<file path="src/rtl/epcs_flash_responder.sv">
// Device end of an EPCS serial-flash link. Oversamples dclk/sce/sdo on clk_clk,
// decodes READ / READ_STATUS / READ_SILICON_ID and streams bytes from a byte-wide memory port.
//
// state     | meaning
// ----------+-----------------------------------------------------------
// IDLE      | chip deselected, waiting for sce falling
// CMD       | shifting in the 8-bit opcode
// ADDR      | shifting in the 24-bit byte address (READ)
// DATA      | streaming memory bytes out, prefetching the next one
// STAT      | repeating the status byte
// SID_DUMMY | consuming 24 dummy bits before the silicon ID
// SID       | repeating the silicon ID byte
// IGNORE    | unsupported opcode, data0 held low until deselect
module epcs_flash_responder #(
    parameter int         ADDR_W     = 24,
    parameter logic [7:0] STATUS_VAL = 8'h00,
    parameter logic [7:0] SILICON_ID = 8'h10
) (
    input  logic              clk_clk,
    input  logic              reset_n_reset_n,
    input  logic              epcs_dclk,
    input  logic              epcs_sce,
    input  logic              epcs_sdo,
    output logic              epcs_data0,
    output logic [ADDR_W-1:0] mem_addr,
    output logic              mem_rd,
    input  logic [7:0]        mem_rdata,
    output logic              active
);

    typedef enum logic [2:0] {
        S_IDLE,
        S_CMD,
        S_ADDR,
        S_DATA,
        S_STAT,
        S_SID_DUMMY,
        S_SID,
        S_IGNORE
    } state_t;

    localparam logic [7:0] OP_READ   = 8'h03;
    localparam logic [7:0] OP_STATUS = 8'h05;
    localparam logic [7:0] OP_SID    = 8'hAB;

    // WIP is never set: this device has no program/erase operations in flight.
    localparam logic [7:0] STATUS_BYTE = {STATUS_VAL[7:1], 1'b0};

    logic dclk_s1_q, dclk_s2_q, dclk_prev_q;
    logic sce_s1_q, sce_s2_q, sce_prev_q;
    logic sdo_s1_q, sdo_s2_q;

    always_ff @(posedge clk_clk or negedge reset_n_reset_n) begin
        if (!reset_n_reset_n) begin
            dclk_s1_q   <= 1'b0;
            dclk_s2_q   <= 1'b0;
            dclk_prev_q <= 1'b0;
            sce_s1_q    <= 1'b0;
            sce_s2_q    <= 1'b0;
            sce_prev_q  <= 1'b0;
            sdo_s1_q    <= 1'b0;
            sdo_s2_q    <= 1'b0;
        end else begin
            dclk_s1_q   <= epcs_dclk;
            dclk_s2_q   <= dclk_s1_q;
            dclk_prev_q <= dclk_s2_q;
            sce_s1_q    <= epcs_sce;
            sce_s2_q    <= sce_s1_q;
            sce_prev_q  <= sce_s2_q;
            sdo_s1_q    <= epcs_sdo;
            sdo_s2_q    <= sdo_s1_q;
        end
    end

    logic dclk_rise, dclk_fall, sce_fall;

    assign dclk_rise = dclk_s2_q & ~dclk_prev_q;
    assign dclk_fall = ~dclk_s2_q & dclk_prev_q;
    assign sce_fall  = ~sce_s2_q & sce_prev_q;

    state_t            state_q, state_d;
    logic [4:0]        bit_cnt_q, bit_cnt_d;
    logic [22:0]       shift_q, shift_d;
    logic [7:0]        tx_q, tx_d;
    logic [7:0]        hold_q, hold_d;
    logic              hold_full_q, hold_full_d;
    logic              rd_pend_q, rd_pend_d;
    logic              rd_to_tx_q, rd_to_tx_d;
    logic              data0_q, data0_d;
    logic [ADDR_W-1:0] addr_q, addr_d;
    logic              mem_rd_q, mem_rd_d;
    logic              active_q, active_d;

    logic [23:0] bits_in;
    logic [7:0]  tx_src;
    logic        unused_addr_hi;

    // sdo_s2_q is aligned with dclk_s2_q, so it holds the bit present at the rising edge.
    assign bits_in        = {shift_q, sdo_s2_q};
    assign unused_addr_hi = bits_in[23];

    // At a byte boundary the prefetched byte (if any) replaces the drained tx register.
    assign tx_src = (bit_cnt_q == 5'd0 && hold_full_q) ? hold_q : tx_q;

    always_comb begin
        state_d     = state_q;
        bit_cnt_d   = bit_cnt_q;
        shift_d     = shift_q;
        tx_d        = tx_q;
        hold_d      = hold_q;
        hold_full_d = hold_full_q;
        rd_pend_d   = mem_rd_q;
        rd_to_tx_d  = rd_to_tx_q;
        data0_d     = data0_q;
        addr_d      = addr_q;
        mem_rd_d    = 1'b0;

        if (rd_pend_q) begin
            if (rd_to_tx_q) begin
                tx_d = mem_rdata;
            end else begin
                hold_d      = mem_rdata;
                hold_full_d = 1'b1;
            end
        end

        if (sce_s2_q) begin
            // Deselect overrides everything, including a coincident dclk edge.
            state_d     = S_IDLE;
            bit_cnt_d   = 5'd0;
            shift_d     = '0;
            tx_d        = '0;
            hold_d      = '0;
            hold_full_d = 1'b0;
            rd_pend_d   = 1'b0;
            rd_to_tx_d  = 1'b0;
            data0_d     = 1'b0;
        end else begin
            case (state_q)
                S_IDLE: begin
                    if (sce_fall) begin
                        state_d   = S_CMD;
                        bit_cnt_d = 5'd0;
                    end
                end
                S_CMD: begin
                    if (dclk_rise) begin
                        shift_d = bits_in[22:0];
                        if (bit_cnt_q == 5'd7) begin
                            bit_cnt_d = 5'd0;
                            case (bits_in[7:0])
                                OP_READ:   state_d = S_ADDR;
                                OP_STATUS: begin
                                    state_d = S_STAT;
                                    tx_d    = STATUS_BYTE;
                                end
                                OP_SID:    state_d = S_SID_DUMMY;
                                default:   state_d = S_IGNORE;
                            endcase
                        end else begin
                            bit_cnt_d = bit_cnt_q + 5'd1;
                        end
                    end
                end
                S_ADDR: begin
                    if (dclk_rise) begin
                        shift_d = bits_in[22:0];
                        if (bit_cnt_q == 5'd23) begin
                            addr_d      = bits_in[ADDR_W-1:0];
                            mem_rd_d    = 1'b1;
                            rd_to_tx_d  = 1'b1;
                            hold_full_d = 1'b0;
                            bit_cnt_d   = 5'd0;
                            state_d     = S_DATA;
                        end else begin
                            bit_cnt_d = bit_cnt_q + 5'd1;
                        end
                    end
                end
                S_DATA: begin
                    if (dclk_fall) begin
                        data0_d = tx_src[7];
                        tx_d    = {tx_src[6:0], 1'b0};
                        if (bit_cnt_q == 5'd0 && hold_full_q) begin
                            hold_full_d = 1'b0;
                        end
                        if (bit_cnt_q == 5'd7) begin
                            // Last bit of this byte is out: fetch the next one into the holding register.
                            bit_cnt_d  = 5'd0;
                            addr_d     = addr_q + ADDR_W'(1);
                            mem_rd_d   = 1'b1;
                            rd_to_tx_d = 1'b0;
                        end else begin
                            bit_cnt_d = bit_cnt_q + 5'd1;
                        end
                    end
                end
                S_STAT, S_SID: begin
                    if (dclk_fall) begin
                        data0_d = tx_q[7];
                        tx_d    = {tx_q[6:0], 1'b0};
                        if (bit_cnt_q == 5'd7) begin
                            bit_cnt_d = 5'd0;
                            tx_d      = (state_q == S_STAT) ? STATUS_BYTE : SILICON_ID;
                        end else begin
                            bit_cnt_d = bit_cnt_q + 5'd1;
                        end
                    end
                end
                S_SID_DUMMY: begin
                    if (dclk_rise) begin
                        if (bit_cnt_q == 5'd23) begin
                            bit_cnt_d = 5'd0;
                            tx_d      = SILICON_ID;
                            state_d   = S_SID;
                        end else begin
                            bit_cnt_d = bit_cnt_q + 5'd1;
                        end
                    end
                end
                S_IGNORE: begin
                    data0_d = 1'b0;
                end
                default: begin
                    state_d = S_IDLE;
                end
            endcase
        end

        active_d = (state_d != S_IDLE);
    end

    always_ff @(posedge clk_clk or negedge reset_n_reset_n) begin
        if (!reset_n_reset_n) begin
            state_q     <= S_IDLE;
            bit_cnt_q   <= 5'd0;
            shift_q     <= '0;
            tx_q        <= '0;
            hold_q      <= '0;
            hold_full_q <= 1'b0;
            rd_pend_q   <= 1'b0;
            rd_to_tx_q  <= 1'b0;
            data0_q     <= 1'b0;
            addr_q      <= '0;
            mem_rd_q    <= 1'b0;
            active_q    <= 1'b0;
        end else begin
            state_q     <= state_d;
            bit_cnt_q   <= bit_cnt_d;
            shift_q     <= shift_d;
            tx_q        <= tx_d;
            hold_q      <= hold_d;
            hold_full_q <= hold_full_d;
            rd_pend_q   <= rd_pend_d;
            rd_to_tx_q  <= rd_to_tx_d;
            data0_q     <= data0_d;
            addr_q      <= addr_d;
            mem_rd_q    <= mem_rd_d;
            active_q    <= active_d;
        end
    end

    assign epcs_data0 = data0_q;
    assign mem_addr   = addr_q;
    assign mem_rd     = mem_rd_q;
    assign active     = active_q;

endmodule

</file>
<file path="config.mk">
export PLATFORM = sky130hd
export DESIGN_NAME = epcs_flash_responder
export DESIGN_NICKNAME = d
export VERILOG_FILES = /design/src/rtl/epcs_flash_responder.sv
export SDC_FILE = /design/constraint.sdc
export NUM_CORES = 1
export LEC_CHECK = 0
export ABC_AREA = 0
export CORE_MARGIN = 2
export CORE_UTILIZATION = 58
export DETAILED_ROUTE_END_ITERATION = 6
export PLACE_DENSITY = 0.87
export SLEW_MARGIN = 20
export SYNTH_ARGS = -nofsm -noshare
export SYNTH_HDL_FRONTEND = slang
export SYNTH_SLANG_ARGS = --single-unit
</file>
<file path="constraint.sdc">
create_clock -name clk_clk -period 2.3 [get_ports clk_clk]
set_input_delay 0.46 -clock clk_clk [delete_from_list [all_inputs] [get_ports clk_clk]]
set_output_delay 0.46 -clock clk_clk [all_outputs]
set_load 0.01 [all_outputs]
</file>
=== Word level (Yosys, flattened, before mapping) ===
Cells that the tools add are included.

* Register bits after elaboration: 85
* Output and inout bits: 27
* Logic and storage cells: 143

* $add $sub $neg: 2
* Eq/ne operators: 26
* Mux-type cells: 68
* Bitwise operators: 6
* Reduce and logical (&&, ||, !) cells: 21

{| class="wikitable"
|+ Operators with widths
! operator !! count
|-
| 2-to-1 mux 8 bit || 15
|-
| 2-to-1 mux 24 bit || 4
|-
| 2-to-1 mux 23 bit || 3
|-
| case mux 24 bit (2 select lines) || 1
|-
| 2-to-1 mux 5 bit || 8
|-
| case mux 8 bit (4 select lines) || 1
|-
| adder 24 x 1 -> 24 bit, second input constant || 1
|-
| 2-to-1 mux 3 bit || 8
|-
| 2-to-1 mux 1 bit || 21
|-
| != test 3 bit, second input constant || 7
|-
| case mux 5 bit (4 select lines) || 1
|-
| equality test 3 bit, second input constant || 4
|-
| case mux 3 bit (4 select lines) || 1
|-
| != test 2 bit, second input constant || 5
|-
| AND reduction 5 bit || 2
|-
| case mux 3 bit (3 select lines) || 1
|-
| equality test 8 x 2 -> 1 bit, second input constant || 1
|-
| equality test 8 x 3 -> 1 bit, second input constant || 1
|-
| equality test 8 bit, second input constant || 1
|-
| nonzero test 2 bit || 4
|-
| equality test 3 x 2 -> 1 bit, second input constant || 2
|-
| != test 3 x 1 -> 1 bit, second input constant || 2
|-
| case mux 1 bit (2 select lines) || 3
|-
| AND reduction 6 bit || 1
|-
| other kinds (17) || 25
|}

=== Logic depth before layout (Yosys ltp) ===
Gate-level depths: netlist of the first run.

* Depth after elaboration: 7
* Depth in mapped cells: 8
* Gate-level depth less buffers: 7

=== Worst setup path after synthesis of the first run ===
No wires, ideal clock.

* Path kind: flip-flop to flip-flop
* From: reg state_q[0]
* To: reg bit_cnt_q[4]
* Setup time: 0.079 ns
* Arrival time: 1.914 ns
* Required time: 2.221 ns
* Slack: 0.307 ns
* Stages on the path, launching flop included: 9
* Path buffers: 1
* Period minus slack after synthesis: 1.993 ns
* Path through: dfrtp_1 buf_6 inv_1 ha_1 inv_1 a32oi_1 o21ai_2 or4_1 mux2i_1

* Longest elaborated chain between the ends: 4
* Elaborated cells on any way between the ends: 17
* Classes of those cells: 10 x eq/ne; 2 x mux; 5 x reduce/logical

{| class="wikitable"
|+ RTL lines
! item !! line !! source
|-
| from (decl) || 81 || <nowiki>state_t state_q, state_d;</nowiki>
|-
| from (signal assigned) || 248 || <nowiki>state_q <= state_d;</nowiki>
|-
| equality test 3 bit or equality test 3 x 2 -> 1 bit (tied branches) || 139 || <nowiki>case (state_q)</nowiki>
|-
| OR reduction 3 bit (no source line) or OR reduction 2 bit (tied branches) || n/a ||
|-
| != test 3 x 1 -> 1 bit (no source line) (tied with other cells) || n/a ||
|-
| AND reduction 5 bit (no source line) or 2-to-1 mux 5 bit (tied branches) || n/a ||
|-
| to (signal assigned) || 249 || <nowiki>bit_cnt_q <= bit_cnt_d;</nowiki>
|-
| to (decl) || 82 || <nowiki>logic [4:0] bit_cnt_q, bit_cnt_d;</nowiki>
|}

Parallel ways exist; a longest one is shown, timed or not.
A chain may end at the register's enable or synchronous reset.

=== Final worst setup path of the first run ===
* From: reg bit_cnt_q[0]
* To: reg active_q, in the netlist active

* Longest elaborated chain between the ends: 6
* Elaborated cells on any way between the ends: 11
* Classes of those cells: 2 x eq/ne; 8 x mux; 1 x reduce/logical

{| class="wikitable"
|+ RTL lines
! item !! line !! source
|-
| equality test 5 bit or equality test 5 x 3 -> 1 bit (tied branches) || 168, 212, 149 ||
|-
| 2-to-1 mux 3 bit (on tied branches) || 212, 149, 168 ||
|-
| 2-to-1 mux 3 bit (on tied branches) || 211, 147, 166 ||
|-
| case mux 3 bit (4 select lines) (*) || 139 ||
|-
| 2-to-1 mux 3 bit (*) || 127 || <nowiki>if (sce_s2_q) begin</nowiki>
|-
| via state_d[0] || 81 ||
|-
| nonzero test 3 bit (*) || 230 || <nowiki>active_d = (state_d != S_IDLE);</nowiki>
|-
| via active_d || 92 || <nowiki>logic active_q, active_d;</nowiki>
|-
| to (signal assigned) || 259 || <nowiki>active_q <= active_d;</nowiki>
|-
| to (decl) || 92 ||
|}

The timed path passes the listed nets; every way through them passes the cells marked *.

==> impl_results.md, run 1 <==
- Die H: 91.57 µm
- Count of cell types in the netlist: 63
- IO Port Bufs: 39
- Initial DRT Pass Iterations: 5
- Post-CTS Setup Inserts: 0
- Slew @ Worst Pin: 0.6265 ns
- Initial antenna violation count: 0
- Achievable Freq: 483.8 MHz
- Top cells by area, synth: dfrtp_1 (48%), nand2_1 (8.1%), a21oi_1 (4.6%)
- Final WS setup: 0.2331 ns
- HP Class: primary input to asynchronous set/reset pin
- Minimum clock period: 2.067 ns
- Synthesized instance count: 493
- HPWL Detailed: 7.071 mm
- Worst EP required: 2.53 ns
- CP Buf/Inv Count: 0
- Inserted Diodes: 0
- Largest area contributor in the netlist: dfrtp_1
- Pre-CTS setup slack: 0.2983 ns
- Total GRT Usage: 0.2718
- Fraction of final layout cells sized beyond drive strength 1: 0.08098
- # setup viols final: 0
- Initial DRC Count: 496
- Crit path cell chain: ha_1 -> and4bb_2 -> nand2_1 -> o31ai_1 -> a41oi_1 -> or3_1
- Sw frac: 0.2254
- Critical path peak fanout: 6
- Row count: 31
- CTS hold repair buffers: 0
- Flops & latches, synth: 85
- Drt via density: 6.227
- Crit path capture type: flop
- Seq/Total Area, Yosys: 0.4782
- Die X: 91.57 µm
- Vias in the first global route: 3,723
- Leading cell type in the layout, fill and taps excluded: nand2_1
- CTS resizes: 0
- Total negative setup slack: 0 ns
- Detail Route Antenna Nets: 0
- Cell internal pwr: 0.002207 W
- Clock latency on the worst-skew pair: 0.36 ns
- Number of synthesized flops with an enable pin: 0
- Peak VDD IR: 0.3097 mV
- Clock skew: 0.01422 ns
- Logic pwr share: 0.063
- Synth top area share: 0.4782
- Final Max Slew Viols: 0
- Final Net Count: 545
- Core area: 0.007331 mm²
- Die Area: 0.008385 mm²
- YS warnings: 0
- Initial Utilization: 0.6068
- Reg-to-reg slack, setup: 0.23 ns
- Largest net degree at the start of global routing: 52
- Total grt overflow: 0
- Seq pwr share: 0.535
- H-tree Lvls: 3
- Tot Pwr: 0.002849 W
- RSZ-0062 raised after global routing: no
- Routed len/inst: 16.89 µm
- Multi-input gate area: 0.002163 mm²
- P per Cell Area: 552.5 mW/mm²
- DR DRC count: 0
- Slew margin rel.: 0.5823
- Crit path DAT: 2.29 ns
- CTS Buffer Depth: 2
- MaxCap Viol Count: 0
- Most frequent cells in the layout: nand2_1 (96), dfrtp_1 (85), a21oi_1 (41)
- NetSw: 0.0006420 W
- Clock Tree Root: clkbuf_8
- CTS buffer count: 9
- FFs w/ async S/R, synth: 1.000
- Reg clk slew, reported paths: 0.08 ns
- Status: completed
- Leakage: 2.153 nW
- Final cycle utilization of the critical path: 0.8986
- Critical Path Max Stage Delay: 0.40 ns
- Synthesized area: 0.004448 mm²
- Avg Cell Area, Syn: 9.022 µm²
- Area delta synth->final: 15.92%
- CP Launch Type: flop
- Final Hold Viols: 0
- Layout fillers: 566
- CTS tree: done
- Total wire length: 10.64 mm
- Vias: 3,923
- Mapped Nets: 511
- Clock Sinks: 85
- Synth Flop Type: dfrtp_1
- Top-Level Pins: 40
- Clock power frac: 0.402
- Sequential Area: 0.002127 mm²
- First-pass GRT wire length: 18.37 mm
- Final Wtd Congestion: 0.9300
- Crit path max-delay family: simple AND/OR/NAND/NOR gates
- Setup CP Type: flop to flop
- Slowest CP cell: dfrtp_1
[layer usage]
layer	routed length, µm	GRT usage
met5	0	0
met4	95	0.08081
met3	776	0.06141
met2	4980	0.4105
met1	4786	0.3931
[power groups by stage]
stage          clock network, W  logic (W)  registers, W
2_1_floorplan                 0  0.0000903       0.00155
6_report                0.00115   0.000178       0.00152
3_3_place_gp                  0   0.000172       0.00155
5_1_grt                 0.00125   0.000199       0.00153
3_5_place_dp                  0   0.000177       0.00155
4_1_cts                 0.00116   0.000178       0.00152
[through the flow]
| step | utilization | instance area [µm²] | hold slack (ns) | instances |
|---|---|---|---|---|
| detailed placement | 0.6742 | 4942 | 0.3379 | 615 |
| finish | 0.7034 | 5156 | 0.05305 | 630 |
| CTS | 0.7034 | 5156 | 0.06895 | 630 |
| floorplan | - | 4448 | 0.1644 | 493 |
| global placement | 0.6742 | 4942 | 0.3367 | 615 |
| global route | 0.7034 | 5156 | 0.07905 | 630 |
[cell usage after synthesis, drive strengths merged, types with 6 or more instances]
master	n
mux2i	9
buf	9
o21ai	41
clkbuf	18
nor2b	8
and3	7
nor3	6
dfrtp	85
a2bb2oi	9
a21oi	41
o22ai	16
nand2	96
nand3	18
nand4	7
inv	10
a22oi	8
nor2	26
o22a	6
[flip-flops by register name, indices dropped and copies added, names as in the netlist, 3 cells and up]
| signal | count |
|---|---|
| bit_cnt_q | 5 |
| hold_q | 8 |
| mem_addr | 24 |
| shift_q | 23 |
| state_q | 3 |
| tx_q | 8 |
[final timing paths]
check	cells past startpoint	from	endpoint
worst max-delay path	6	bit_cnt_q[0]	active
worst min-delay path	1	reset_n_reset_n	hold_q[6]
worst max register to register	6	bit_cnt_q[0]	active
worst min register to register	0	dclk_s1_q	dclk_s2_q
max in group asynchronous	2	reset_n_reset_n	mem_rd
min in group clk_clk	0	dclk_s1_q	dclk_s2_q
[area by class of cell]
class,count,share of cell area
clock buffer,11,0.02742
clock inverter,4,0.01407
inverter,10,0.007280
multi-input combinational,370,0.4196
sequential,85,0.4125
tap,99,0.02402
timing repair buffer,51,0.09512
[cell families after synthesis]
logic type                 synth area share
adders and majority gates           0.01406
DFF                                  0.4782
xor gates and xnor gates           0.001969
muxes                               0.02279
buffers and inverters               0.03826
and+or+nand+nor                      0.2298
AOI/OAI and AO/OA                    0.2149
[worst register-to-register path: cells and delay by family, from the launching register on]
family	cells	cell delay (ns)
flops	1	0.40
fa+ha+maj	1	0.23
simple gates	3	0.86
compound gates	2	0.46
Note: power is estimated with default switching activity, not from simulation.
==> run 2, diff against run 1 <==
--- a/config.mk
+++ b/config.mk
@@ -5,7 +5,6 @@
 export SDC_FILE = /design/constraint.sdc
 export NUM_CORES = 1
 export LEC_CHECK = 0
-export ABC_AREA = 0
 export CORE_MARGIN = 2
 export CORE_UTILIZATION = 58
 export DETAILED_ROUTE_END_ITERATION = 6
==> results of run 2 <==
Final layout, timing and power as in run 1 (identical DEF).
